[src/rtl/mem_seg.sv]
// mem_seg -- memory-access pipeline stage.
//
// Takes the EX/MEM latch (IRi, ALUi, Bi, cond) and produces the MEM/WB latch
// (IRo, ALUo, LMDo). Loads and stores go to the data memory over a req/ack
// handshake, and upstream stages are stalled until the access completes.
// Taken branches and jumps are signalled to fetch through pc_sel/pc_tgt.
//
// Optional feature: define MEM_BYTE_OPS_EN to add LB/LBU/SB byte accesses.
//
// Ports:
//   clk        clock, rising edge
//   rst        asynchronous active-low reset
//   IRi/ALUi/Bi/cond   EX/MEM latch inputs
//   stall      hold EX/MEM and upstream (combinational)
//   pc_sel     taken branch/jump (combinational), pc_tgt = ALUi
//   dm_req/dm_we/dm_be/dm_addr/dm_wdata   registered memory request
//   dm_rdata/dm_ack   memory response
//   IRo/ALUo/LMDo   MEM/WB latch
//   align_err  one-cycle pulse for a misaligned word access
//
// state  | meaning
// -------+-----------------------------------------------------------
// S_IDLE | no access outstanding; instructions pass through or issue
// S_REQ  | request on the bus, waiting for dm_ack

module mem_seg #(
  parameter logic [31:0] NOP_IR = 32'h0000_0000,
  parameter logic [5:0]  OP_LW  = 6'b100011,
  parameter logic [5:0]  OP_SW  = 6'b101011
) (
  input  logic        clk,
  input  logic        rst,
  input  logic [31:0] IRi,
  input  logic [31:0] ALUi,
  input  logic [31:0] Bi,
  input  logic        cond,
  output logic        stall,
  output logic        pc_sel,
  output logic [31:0] pc_tgt,
  output logic        dm_req,
  output logic        dm_we,
  output logic [3:0]  dm_be,
  output logic [31:0] dm_addr,
  output logic [31:0] dm_wdata,
  input  logic [31:0] dm_rdata,
  input  logic        dm_ack,
  output logic [31:0] IRo,
  output logic [31:0] ALUo,
  output logic [31:0] LMDo,
  output logic        align_err
);

  localparam logic [5:0] OP_BEQ = 6'b000100;
  localparam logic [5:0] OP_BNE = 6'b000101;
  localparam logic [5:0] OP_J   = 6'b000010;
`ifdef MEM_BYTE_OPS_EN
  localparam logic [5:0] OP_LB  = 6'b100000;
  localparam logic [5:0] OP_LBU = 6'b100100;
  localparam logic [5:0] OP_SB  = 6'b101000;
`endif

  typedef enum logic {S_IDLE, S_REQ} state_t;

  state_t      state, state_nxt;
  logic [5:0]  opcode;
  logic        is_ld, is_st, is_mem, is_br, misalign;
  logic [3:0]  be_calc;
  logic [31:0] wdata_calc, load_val;

  logic        req_nxt, we_nxt, align_nxt;
  logic [3:0]  be_nxt;
  logic [31:0] addr_nxt, wdata_nxt, ir_nxt, alu_nxt, lmd_nxt;

  assign opcode = IRi[31:26];
  assign pc_tgt = ALUi;

  // Decode. IRi/ALUi stay frozen while stalled, so they remain valid in S_REQ.
  always_comb begin
    is_ld      = (opcode == OP_LW);
    is_st      = (opcode == OP_SW);
    misalign   = (is_ld | is_st) & (ALUi[1:0] != 2'b00);
    be_calc    = 4'b1111;
    wdata_calc = Bi;
    load_val   = dm_rdata;
`ifdef MEM_BYTE_OPS_EN
    // Byte ops never fault; the lane is picked from the address low bits.
    if (opcode == OP_LB || opcode == OP_LBU || opcode == OP_SB) begin
      is_ld      = (opcode != OP_SB);
      is_st      = (opcode == OP_SB);
      be_calc    = 4'b0001 << ALUi[1:0];
      wdata_calc = {4{Bi[7:0]}};
      case (ALUi[1:0])
        2'd0:    load_val = {24'h0, dm_rdata[7:0]};
        2'd1:    load_val = {24'h0, dm_rdata[15:8]};
        2'd2:    load_val = {24'h0, dm_rdata[23:16]};
        default: load_val = {24'h0, dm_rdata[31:24]};
      endcase
      if (opcode == OP_LB) load_val[31:8] = {24{load_val[7]}};
    end
`endif
    is_mem = is_ld | is_st;
    is_br  = (((opcode == OP_BEQ) || (opcode == OP_BNE)) && cond) || (opcode == OP_J);
  end

  always_comb begin
    state_nxt = state;
    stall     = 1'b0;
    pc_sel    = 1'b0;
    req_nxt   = dm_req;
    we_nxt    = dm_we;
    be_nxt    = dm_be;
    addr_nxt  = dm_addr;
    wdata_nxt = dm_wdata;
    ir_nxt    = IRo;
    alu_nxt   = ALUo;
    lmd_nxt   = LMDo;
    align_nxt = 1'b0;
    case (state)
      S_IDLE: begin
        pc_sel = is_br;
        if (is_mem && !misalign) begin
          stall     = 1'b1;
          req_nxt   = 1'b1;
          we_nxt    = is_st;
          be_nxt    = be_calc;
          addr_nxt  = {ALUi[31:2], 2'b00};
          wdata_nxt = wdata_calc;
          ir_nxt    = NOP_IR;
          state_nxt = S_REQ;
        end else begin
          // Misaligned ops pass through like ALU ops; the store never reaches the bus.
          ir_nxt    = IRi;
          alu_nxt   = ALUi;
          lmd_nxt   = 32'h0;
          align_nxt = is_mem;
        end
      end
      S_REQ: begin
        stall = ~dm_ack;
        if (dm_ack) begin
          lmd_nxt   = is_ld ? load_val : 32'h0;
          ir_nxt    = IRi;
          alu_nxt   = ALUi;
          req_nxt   = 1'b0;
          we_nxt    = 1'b0;
          be_nxt    = 4'b0000;
          state_nxt = S_IDLE;
        end else begin
          ir_nxt = NOP_IR;
        end
      end
      default: state_nxt = S_IDLE;
    endcase
  end

  always_ff @(posedge clk or negedge rst) begin
    if (!rst) begin
      state     <= S_IDLE;
      dm_req    <= 1'b0;
      dm_we     <= 1'b0;
      dm_be     <= 4'b0000;
      dm_addr   <= 32'h0;
      dm_wdata  <= 32'h0;
      IRo       <= NOP_IR;
      ALUo      <= 32'h0;
      LMDo      <= 32'h0;
      align_err <= 1'b0;
    end else begin
      state     <= state_nxt;
      dm_req    <= req_nxt;
      dm_we     <= we_nxt;
      dm_be     <= be_nxt;
      dm_addr   <= addr_nxt;
      dm_wdata  <= wdata_nxt;
      IRo       <= ir_nxt;
      ALUo      <= alu_nxt;
      LMDo      <= lmd_nxt;
      align_err <= align_nxt;
    end
  end

endmodule

[config.mk]
export PLATFORM = sky130hd
export DESIGN_NAME = mem_seg
export DESIGN_NICKNAME = d
export VERILOG_FILES = /design/src/rtl/mem_seg.sv
export SDC_FILE = /design/constraint.sdc
export NUM_CORES = 1
export LEC_CHECK = 0
export CORE_UTILIZATION = 32
export CTS_CLUSTER_DIAMETER = 150
export DETAILED_ROUTE_END_ITERATION = 16
export PLACE_DENSITY = 0.67
export SETUP_SLACK_MARGIN = 0.02
export SYNTH_ARGS = -nofsm -noshare
export SYNTH_HDL_FRONTEND = slang
export SYNTH_SLANG_ARGS = --single-unit
[constraint.sdc]
create_clock -name clk -period 2.5 [get_ports clk]
set_input_delay 0.25 -clock clk [delete_from_list [all_inputs] [get_ports clk]]
set_output_delay 0.25 -clock clk [all_outputs]
set_load 0.05 [all_outputs]
==> flow_metrics.py, run 1 <==
metrics = {
    "placed_design": {
        "dp_hpwl_um": 12470,
        "routabilityCongestion": 0.8611,
        "port_buffers": 330,
        "pre_cts_ws_ns": 0.1859,
    },
    "timing": {
        "setup_violations": 0,
        "slew_viol_final": 0,
        "max_freq_mhz": 448.1,
        "fin_crit_ns": 2.232,
        "maxSlewHeadroom_pct": 56.61,
        "rsz0062_at_grt": "false",
        "hold_viol": 0,
        "fin_crit_sh_pct": 89.27,
        "skew_ns": 0.006836,
        "tightest_slew_ns": 0.6509,
        "setup_tns_ns": 0,
        "postLayoutSetupSlackWorst_ns": 0.2682,
    },
    "global_routing": {
        "grt_max_degree": 69,
        "grt_pass1_vias": 4721,
        "grt_pass1_wl_um": 27430,
        "grt_overflow": 0,
        "groute.usage.overall_pct": 16.79,
        "grt_antenna_before_repair": 0,
    },
    "clock_tree": {
        "tritoncts": "built",
        "cts_buffers": 17,
        "clockRootBuffer": "clkbuf_16",
        "hold_buffers": 1,
        "cts_setup_buffers": 0,
        "htree_levels": 4,
        "clock_sinks": 162,
        "cts_buffer_depth": 2,
        "post_cts_resized": 0,
        "clk_pin_slew_worst_paths_ns": 0.07,
        "insertion_delay_ns": 0.41,
    },
    "floorplan": {
        "io_pins": 333,
        "start_util_pct": 32.60,
        "die_h_um": 145.3,
        "fp.dieArea_um2": 21120,
        "die_w_um": 145.3,
        "coreArea_um2": 20170,
        "rows": 52,
    },
    "critical_path": {
        "worstSetupPathType": "register to output port",
        "r2r_start": "state$_DFF_PN0_",
        "endpoint_kind": "output port",
        "required_ns": 2.25,
        "arrival_ns": 1.98,
        "cp-start-kind": "register",
        "crit_fanout": 6,
        "cp-startpoint": "state$_DFF_PN0_",
    },
    "hold_path": {
        "hp-class": "input port to register",
        "min-delay-start": "IRi[17]",
    },
    "pwr": {
        "power_density_nw_per_um2": 717.8,
        "ir_drop_mv": 0.4135,
        "p_leak_nw": 4.806,
    },
    "synth": {
        "ys_warn_count": 0,
        "synth_top_cell_area_share_pct": 61.66,
        "ys_types": 27,
        "synth_edf_count": 0,
        "synth_cells": 398,
        "avgSynthCellArea_um2": 16.52,
        "synth_area_um2": 6575,
        "ys_seq_area_share_pct": 61.66,
        "netlist_top_cells_area": "dfrtp_1, mux2_4, buf_4",
        "synth-main-ff-cell": "dfrtp_1",
        "async_reset_ff_share_pct": 100.0,
        "synth_seq_cells": 162,
        "synth_area_leader_cell": "dfrtp_1",
    },
    "routing": {
        "vias_per_cell": 4.373,
        "drt_first_pass_iters": 4,
        "num_vias": 4303,
        "drt-total-wl_um": 17070,
        "drt-initial-drc-count": 111,
        "ant_nets": 0,
        "drc_errors": 0,
        "post_drt_wl_per_cell_um": 17.35,
    },
    "final_layout": {
        "antenna_cells": 0,
        "nets": 833,
        "area_delta_synth_final_pct": 59.16,
        "layout-drive-gt1-share_pct": 20.31,
        "fillers": 1693,
        "final_common_cell": "clkdlybuf4s50_1",
        "layout_common_cells": "clkdlybuf4s50_1, dfrtp_1, mux2_4, a22o_1, and2_1",
    },
    "status": {
        "status": "completed",
    },
    "run": {
        "drv_cap": 0,
    },
}
## where the power goes
group | switching [mW] | internal [mW] | total (mW)
Sequential | 0.111 | 2.82 | 2.93
Combinational | 1.15 | 0.800 | 1.95
Clock | 1.09 | 1.54 | 2.63
## cell usage after synthesis, types with 2 or more instances
cell and count:
a22o_1 32, and2_1 31, buf_12 5, buf_4 41
buf_6 7, clkbuf_1 3, dfrtp_1 162, mux2_2 6
mux2_4 88, nand2_1 3, nor2_1 2, nor4_1 2
or4_1 2
## per-layer routing
metal	GRT usage, %	routed length [um]
met3	5.016	1061
met4	6.053	361
met2	28.92	8734
met5	0	0
met1	19.82	6913
## state kept, by name (all words and copies together) (netlist names)
name	flops
ALUo	32
IRo	32
LMDo	32
align_err	1
dm_addr	30
dm_be	1
dm_wdata	32
dm_we	1
state	1
## worst paths after layout
kind                                        end  slack, ns  depth (start not counted)
max                                       stall       0.27                          4
min                           IRo[17]$_DFF_PN0_       0.38                          2
max reg2reg                ALUo[28]$_DFFE_PN0P_       0.48                          4
min reg2reg                ALUo[27]$_DFFE_PN0P_       0.51                          1
max in group asynchronous  ALUo[22]$_DFFE_PN0P_       1.37                          3
min in group asynchronous     IRo[14]$_DFF_PN0_       0.41                          2
## final cells by class
class / count / area [um2] / area share, %
Clock inverter: 13 / 148.9 / 1.423
Timing Repair Buffer: 341 / 3447 / 32.94
Clock buffer: 19 / 452.9 / 4.328
Inverter: 2 / 8.758 / 0.08369
Sequential cell: 162 / 4054 / 38.74
Multi-Input combinational cell: 177 / 2016 / 19.26
Tap cell: 270 / 337.8 / 3.228
## cell families (layout without fill, tap and decap cells)
logic type	Yosys count	in the layout	synth area share [%]
mux	94	94	21.12
other cells	1	2	0.05703
simple gates	45	45	4.510
compound gates	36	36	4.643
buf+inv	60	375	8.011
flops	162	162	61.66
## critical path, stage by stage (launching register included)
cell and delay (ns):
dfrtp_1 0.44, or4_1 0.59, o21a_4 0.25, clkinv_2 0.08, buf_4 0.21
## through the flow
step                total power, mW  hold slack, ns  instances  cell area [um2]  utilization (%)
floorplan                     4.154        -0.04559        399             6579                -
global placement              4.918          0.2971        951             9853            48.85
detailed placement            4.939          0.3109        951             9853            48.85
CTS                           7.612          0.3632        984            10470            51.89
global route                  7.805          0.3620        984            10470            51.89
finish                        7.512          0.3835        984            10470            51.89
(Power assumes the default switching activity.)
==> run 2, diff against run 1 <==
REMOVE_ABC_BUFFERS = 1   (was default)
==> run 2 against run 1 <==
  * Final cell count stayed put
  * Wire length down 5.4%
  * Flip-flop and latch count unchanged
  * Total power decreased by 2.1%
  * Non-clock buffer count unchanged
  * Setup slack lost 0.013 ns
  * Hold slack got worse by 0.0098 ns
  * Cell area decreased by 0.48%
  * First-iteration DRC count rose by 35%
==> flow_metrics.py, run 2 (synthesis results as in run 1) <==
metrics = {
    "status": {
        "status": "completed",
    },
    "global_routing": {
        "grt_antenna_before_repair": 0,
        "grt_pass1_wl_um": 26190,
        "grt_max_degree": 64,
        "groute.usage.overall_pct": 15.95,
        "grt_overflow": 0,
        "grt_pass1_vias": 4695,
    },
    "routing": {
        "drt-total-wl_um": 16160,
        "num_vias": 4259,
        "vias_per_cell": 4.328,
        "drt-initial-drc-count": 150,
        "post_drt_wl_per_cell_um": 16.42,
        "drc_errors": 0,
        "ant_nets": 0,
        "drt_first_pass_iters": 4,
    },
    "floorplan": {
        "fp.dieArea_um2": 21120,
        "die_w_um": 145.3,
        "start_util_pct": 32.60,
        "rows": 52,
        "io_pins": 333,
        "die_h_um": 145.3,
        "coreArea_um2": 20170,
    },
    "critical_path": {
        "cp-start-kind": "register",
        "worstSetupPathType": "register to output port",
        "crit_path_top_delay_cell": "or4_1",
        "crit_buf_inv": 2,
        "arrival_ns": 1.99,
        "required_ns": 2.25,
        "endpoint_kind": "output port",
        "cpPeakStageDelay_ns": 0.60,
        "critPathTopFamily": "simple AND/OR/NAND/NOR gates",
        "crit_fanout": 6,
        "cp_cell_sequence": "or4_1, o21a_4, clkinv_2, buf_4",
    },
    "timing": {
        "tightest_slew_ns": 0.5790,
        "fin_crit_ns": 2.245,
        "max_freq_mhz": 445.5,
        "rsz0062_at_grt": "false",
        "hold_viol": 0,
        "setup_violations": 0,
        "slew_viol_final": 0,
        "setup_tns_ns": 0,
        "maxSlewHeadroom_pct": 61.40,
        "fin_crit_sh_pct": 89.78,
        "skew_ns": 0.005737,
    },
    "pwr": {
        "power_density_nw_per_um2": 706.0,
        "power.total_mw": 7.353,
        "p_leak_nw": 4.784,
        "ir_drop_mv": 0.3942,
    },
    "clock_tree": {
        "tritoncts": "built",
        "clk_pin_slew_worst_paths_ns": 0.06,
        "clockRootBuffer": "clkbuf_16",
        "cts_buffers": 17,
        "post_cts_resized": 0,
        "htree_levels": 4,
        "clock_sinks": 162,
        "cts_buffer_depth": 2,
        "insertion_delay_ns": 0.41,
    },
    "hold_path": {
        "hp-class": "input port to async pin",
    },
    "placed_design": {
        "port_buffers": 330,
        "routabilityCongestion": 0.8467,
        "dp_hpwl_um": 11930,
        "dp.cells": 951,
    },
    "final_layout": {
        "area_delta_synth_final_pct": 58.40,
        "nets": 833,
        "seqCellArea_um2": 4054,
        "fillers": 1692,
        "multi_input_area_um2": 2016,
        "antenna_cells": 0,
        "layout_common_cells": "clkdlybuf4s50_1, dfrtp_1, mux2_4, a22o_1, and2_1",
        "fin_util_pct": 51.64,
        "layout-drive-gt1-share_pct": 19.89,
        "fin_cells": 984,
        "final_common_cell": "clkdlybuf4s50_1",
    },
    "run": {
        "drv_cap": 0,
    },
}
[run 2: power by group]
group          internal, mW  switching [mW]
combinational         0.799            1.15
sequential             2.82           0.106
clock                  1.44            1.04
total                  5.05            2.30
[run 2: repair_timing]
action / in CTS / in global routing
setup endpoints to repair: 0 / 0
endpoints found under the hold margin: 60 / 0
setup buffers: 0 / 0
hold buffers: 1 / 0
[run 2: worst register-to-register path, stage by stage (launching register included)]
cell     delay [ns]
dfrtp_1        0.43
or4_1          0.60
o21a_4         0.26
buf_4          0.25
mux2_4         0.35
[run 2: cell type report]
cell class / count / share of cell area [%]
Tap cell: 270 / 3.244
Sequential cell: 162 / 38.92
Inverter: 2 / 0.08409
Clock buffer: 22 / 4.457
Clock inverter: 10 / 0.9611
Multi-Input combinational cell: 177 / 19.35
Timing Repair Buffer: 341 / 32.98
[run 2: per-layer routing]
| layer | track usage (%) | routed length [um] | part of all wire [%] | up-vias |
|---|---|---|---|---|
| met2 | 27.55 | 8198 | 51 | 200 |
| met5 | 0 | 0 | 0 | - |
| met1 | 18.78 | 6526 | 40 | 2098 |
| met4 | 5.000 | 268 | 1.7 | 0 |
| li1 | - | - | - | 1942 |
| met3 | 5.204 | 1162 | 7.2 | 19 |
[run 2: through the flow]
step           hold slack [ns]  instance area, um2  setup slack (ns)
3_3_place_gp            0.2500                9841            0.2405
3_5_place_dp            0.2610                9841            0.2242
2_1_floorplan         -0.04559                6061            -1.172
6_report                0.3737               10420            0.2554
5_1_grt                 0.3591               10420            0.1942
4_1_cts                 0.3648               10420            0.2325
[run 2: path summary, 6_finish.rpt]
path	startpoint	to	slack, ns	cells past startpoint
max in group asynchronous	rst	dm_addr[6]$_DFFE_PN0P_	1.30	3
worst max-delay path	state$_DFF_PN0_	stall	0.26	4
min in group clk	IRi[20]	IRo[20]$_DFF_PN0_	0.39	2
worst max register to register	state$_DFF_PN0_	ALUo[23]$_DFFE_PN0P_	0.49	4
worst min-delay path	rst	dm_wdata[3]$_DFFE_PN0P_	0.37	2
worst min register to register	dm_wdata[21]$_DFFE_PN0P_	dm_wdata[21]$_DFFE_PN0P_	0.51	1
==> run 3, diff against run 2 <==
PLACE_DENSITY = 0.74   (was 0.67)
SLEW_MARGIN = 5   (was default)
==> run 3 against run 2 <==
  * Clock skew up 0.0055 ns
  * Total power hardly changed
  * Combinational power about the same
  * Largest power group unchanged
==> flow_metrics.py, run 3 (synthesis results as in run 1) <==
metrics = {
    "timing": {
        "max_freq_mhz": 423.5,
        "maxSlewHeadroom_pct": 63.45,
        "rsz0062_at_grt": "false",
        "fin_crit_ns": 2.361,
        "hold_viol": 0,
        "postLayoutSetupSlackWorst_ns": 0.1388,
        "tightest_slew_ns": 0.5465,
        "setup_tns_ns": 0,
        "fin_hold_ws_ns": 0.3711,
        "slew_viol_final": 0,
        "skew_ns": 0.01128,
        "setup_violations": 0,
        "fin_crit_sh_pct": 94.45,
    },
    "pwr": {
        "combPwrFrac_pct": 26.5,
        "ir_drop_mv": 0.4178,
        "swShare_pct": 31.91,
        "power_frac_seq_pct": 39.8,
        "pwr-share-clk_pct": 33.7,
        "power_density_nw_per_um2": 702.8,
        "p_leak_nw": 4.793,
        "p_int_mw": 5.009,
        "p_sw_mw": 2.348,
    },
    "final_layout": {
        "layout_common_cells": "clkdlybuf4s50_1, dfrtp_1, mux2_4, a22o_1, and2_1",
        "final_common_cell": "clkdlybuf4s50_1",
        "antenna_cells": 0,
        "nets": 834,
        "layout-drive-gt1-share_pct": 20.03,
        "postLayoutCellArea_um2": 10470,
        "fillers": 1707,
        "area_delta_synth_final_pct": 59.22,
    },
    "floorplan": {
        "start_util_pct": 32.60,
        "coreArea_um2": 20170,
        "io_pins": 333,
        "die_h_um": 145.3,
        "fp.dieArea_um2": 21120,
        "die_w_um": 145.3,
        "rows": 52,
    },
    "routing": {
        "vias_per_cell": 4.378,
        "drt-initial-drc-count": 109,
        "drt-total-wl_um": 16310,
        "drc_errors": 0,
        "post_drt_wl_per_cell_um": 16.57,
        "drt_first_pass_iters": 4,
        "num_vias": 4308,
        "ant_nets": 0,
    },
    "clock_tree": {
        "clock_sinks": 162,
        "clk_pin_slew_worst_paths_ns": 0.07,
        "cts_buffer_depth": 2,
        "clockRootBuffer": "clkbuf_16",
        "cts_setup_buffers": 0,
        "htree_levels": 4,
        "insertion_delay_ns": 0.41,
        "tritoncts": "built",
        "cts_buffers": 17,
    },
    "placed_design": {
        "placed_cell_area_um2": 9898,
        "pre_cts_ws_ns": 0.1973,
        "routabilityCongestion": 0.7540,
        "dp_hpwl_um": 11900,
        "port_buffers": 330,
    },
    "status": {
        "status": "completed",
    },
    "global_routing": {
        "grt_max_degree": 58,
        "grt_pass1_wl_um": 25630,
        "grt_antenna_before_repair": 0,
        "groute.usage.overall_pct": 15.68,
        "grt_overflow": 0,
        "grt_pass1_vias": 4452,
    },
    "critical_path": {
        "required_ns": 2.25,
        "arrival_ns": 2.11,
        "worstSetupPathType": "register to output port",
        "rrSetupSlack_ns": 0.50,
        "endpoint_kind": "output port",
        "reg2reg_depth": 4,
        "cp-start-kind": "register",
        "crit_fanout": 31,
    },
    "run": {
        "drv_cap": 0,
    },
    "hold_path": {
        "hp-class": "input port to async pin",
    },
}
run 3: critical path: stages, from the launching register on:
cell,delay [ns]
dfrtp_1,0.43
or4_1,0.58
o21a_4,0.24
buf_12,0.17
clkinv_2,0.11
buf_6,0.17
run 3: per-layer routing:
metal | share of wire, % | vias to the layer above | routed length, um | global-route usage [%]
li1 | - | 1945 | - | -
met1 | 42 | 2141 | 6823 | 19.42
met2 | 50 | 211 | 8123 | 26.51
met3 | 7.4 | 11 | 1207 | 4.953
met4 | 0.94 | 0 | 153 | 4.000
met5 | 0 | - | 0 | 0
run 3: final timing paths:
| kind | start | endpoint |
|---|---|---|
| worst min register to register | ALUo[0]$_DFFE_PN0P_ | ALUo[0]$_DFFE_PN0P_ |
| worst min-delay path | rst | LMDo[27]$_DFFE_PN0P_ |
| min in group clk | IRi[17] | IRo[17]$_DFF_PN0_ |
| worst max register to register | state$_DFF_PN0_ | ALUo[4]$_DFFE_PN0P_ |
| max in group asynchronous | rst | dm_wdata[4]$_DFFE_PN0P_ |
| worst max-delay path | state$_DFF_PN0_ | stall |
run 3: power groups by stage:
stage,Clock [mW],Sequential [mW],Combinational (mW)
finish,2.48,2.93,1.95
global route,2.69,2.95,2.02
CTS,2.58,2.93,1.97
detailed placement,0,2.98,1.96
global placement,0,2.97,1.95
floorplan,0,3.71,0.279
run 3: layout make-up:
type	count	area [um2]	area share, %
inverters	2	8.758	0.08366
well taps	270	337.8	3.227
flip-flops and latches	162	4054	38.72
multi-input cells	177	2016	19.25
clock buffers	19	432.9	4.135
clock inverters	12	123.9	1.183
repair buffers	342	3496	33.39
run 3: what timing repair did:
item,4_1_cts,5_1_grt
endpoints found under the setup margin,0,1
endpoints found under the hold margin,53,0
gates resized for setup,0,1
hold buffers,1,0
run 3: metrics by stage:
stage / cells / utilization [%] / power, mW
final: 984 / 51.90 / 7.357
after global routing: 984 / 51.90 / 7.655
after CTS: 984 / 51.89 / 7.471
after detailed placement: 952 / 49.08 / 4.933
after global placement: 952 / 49.08 / 4.919
after floorplan: 341 / - / 3.990
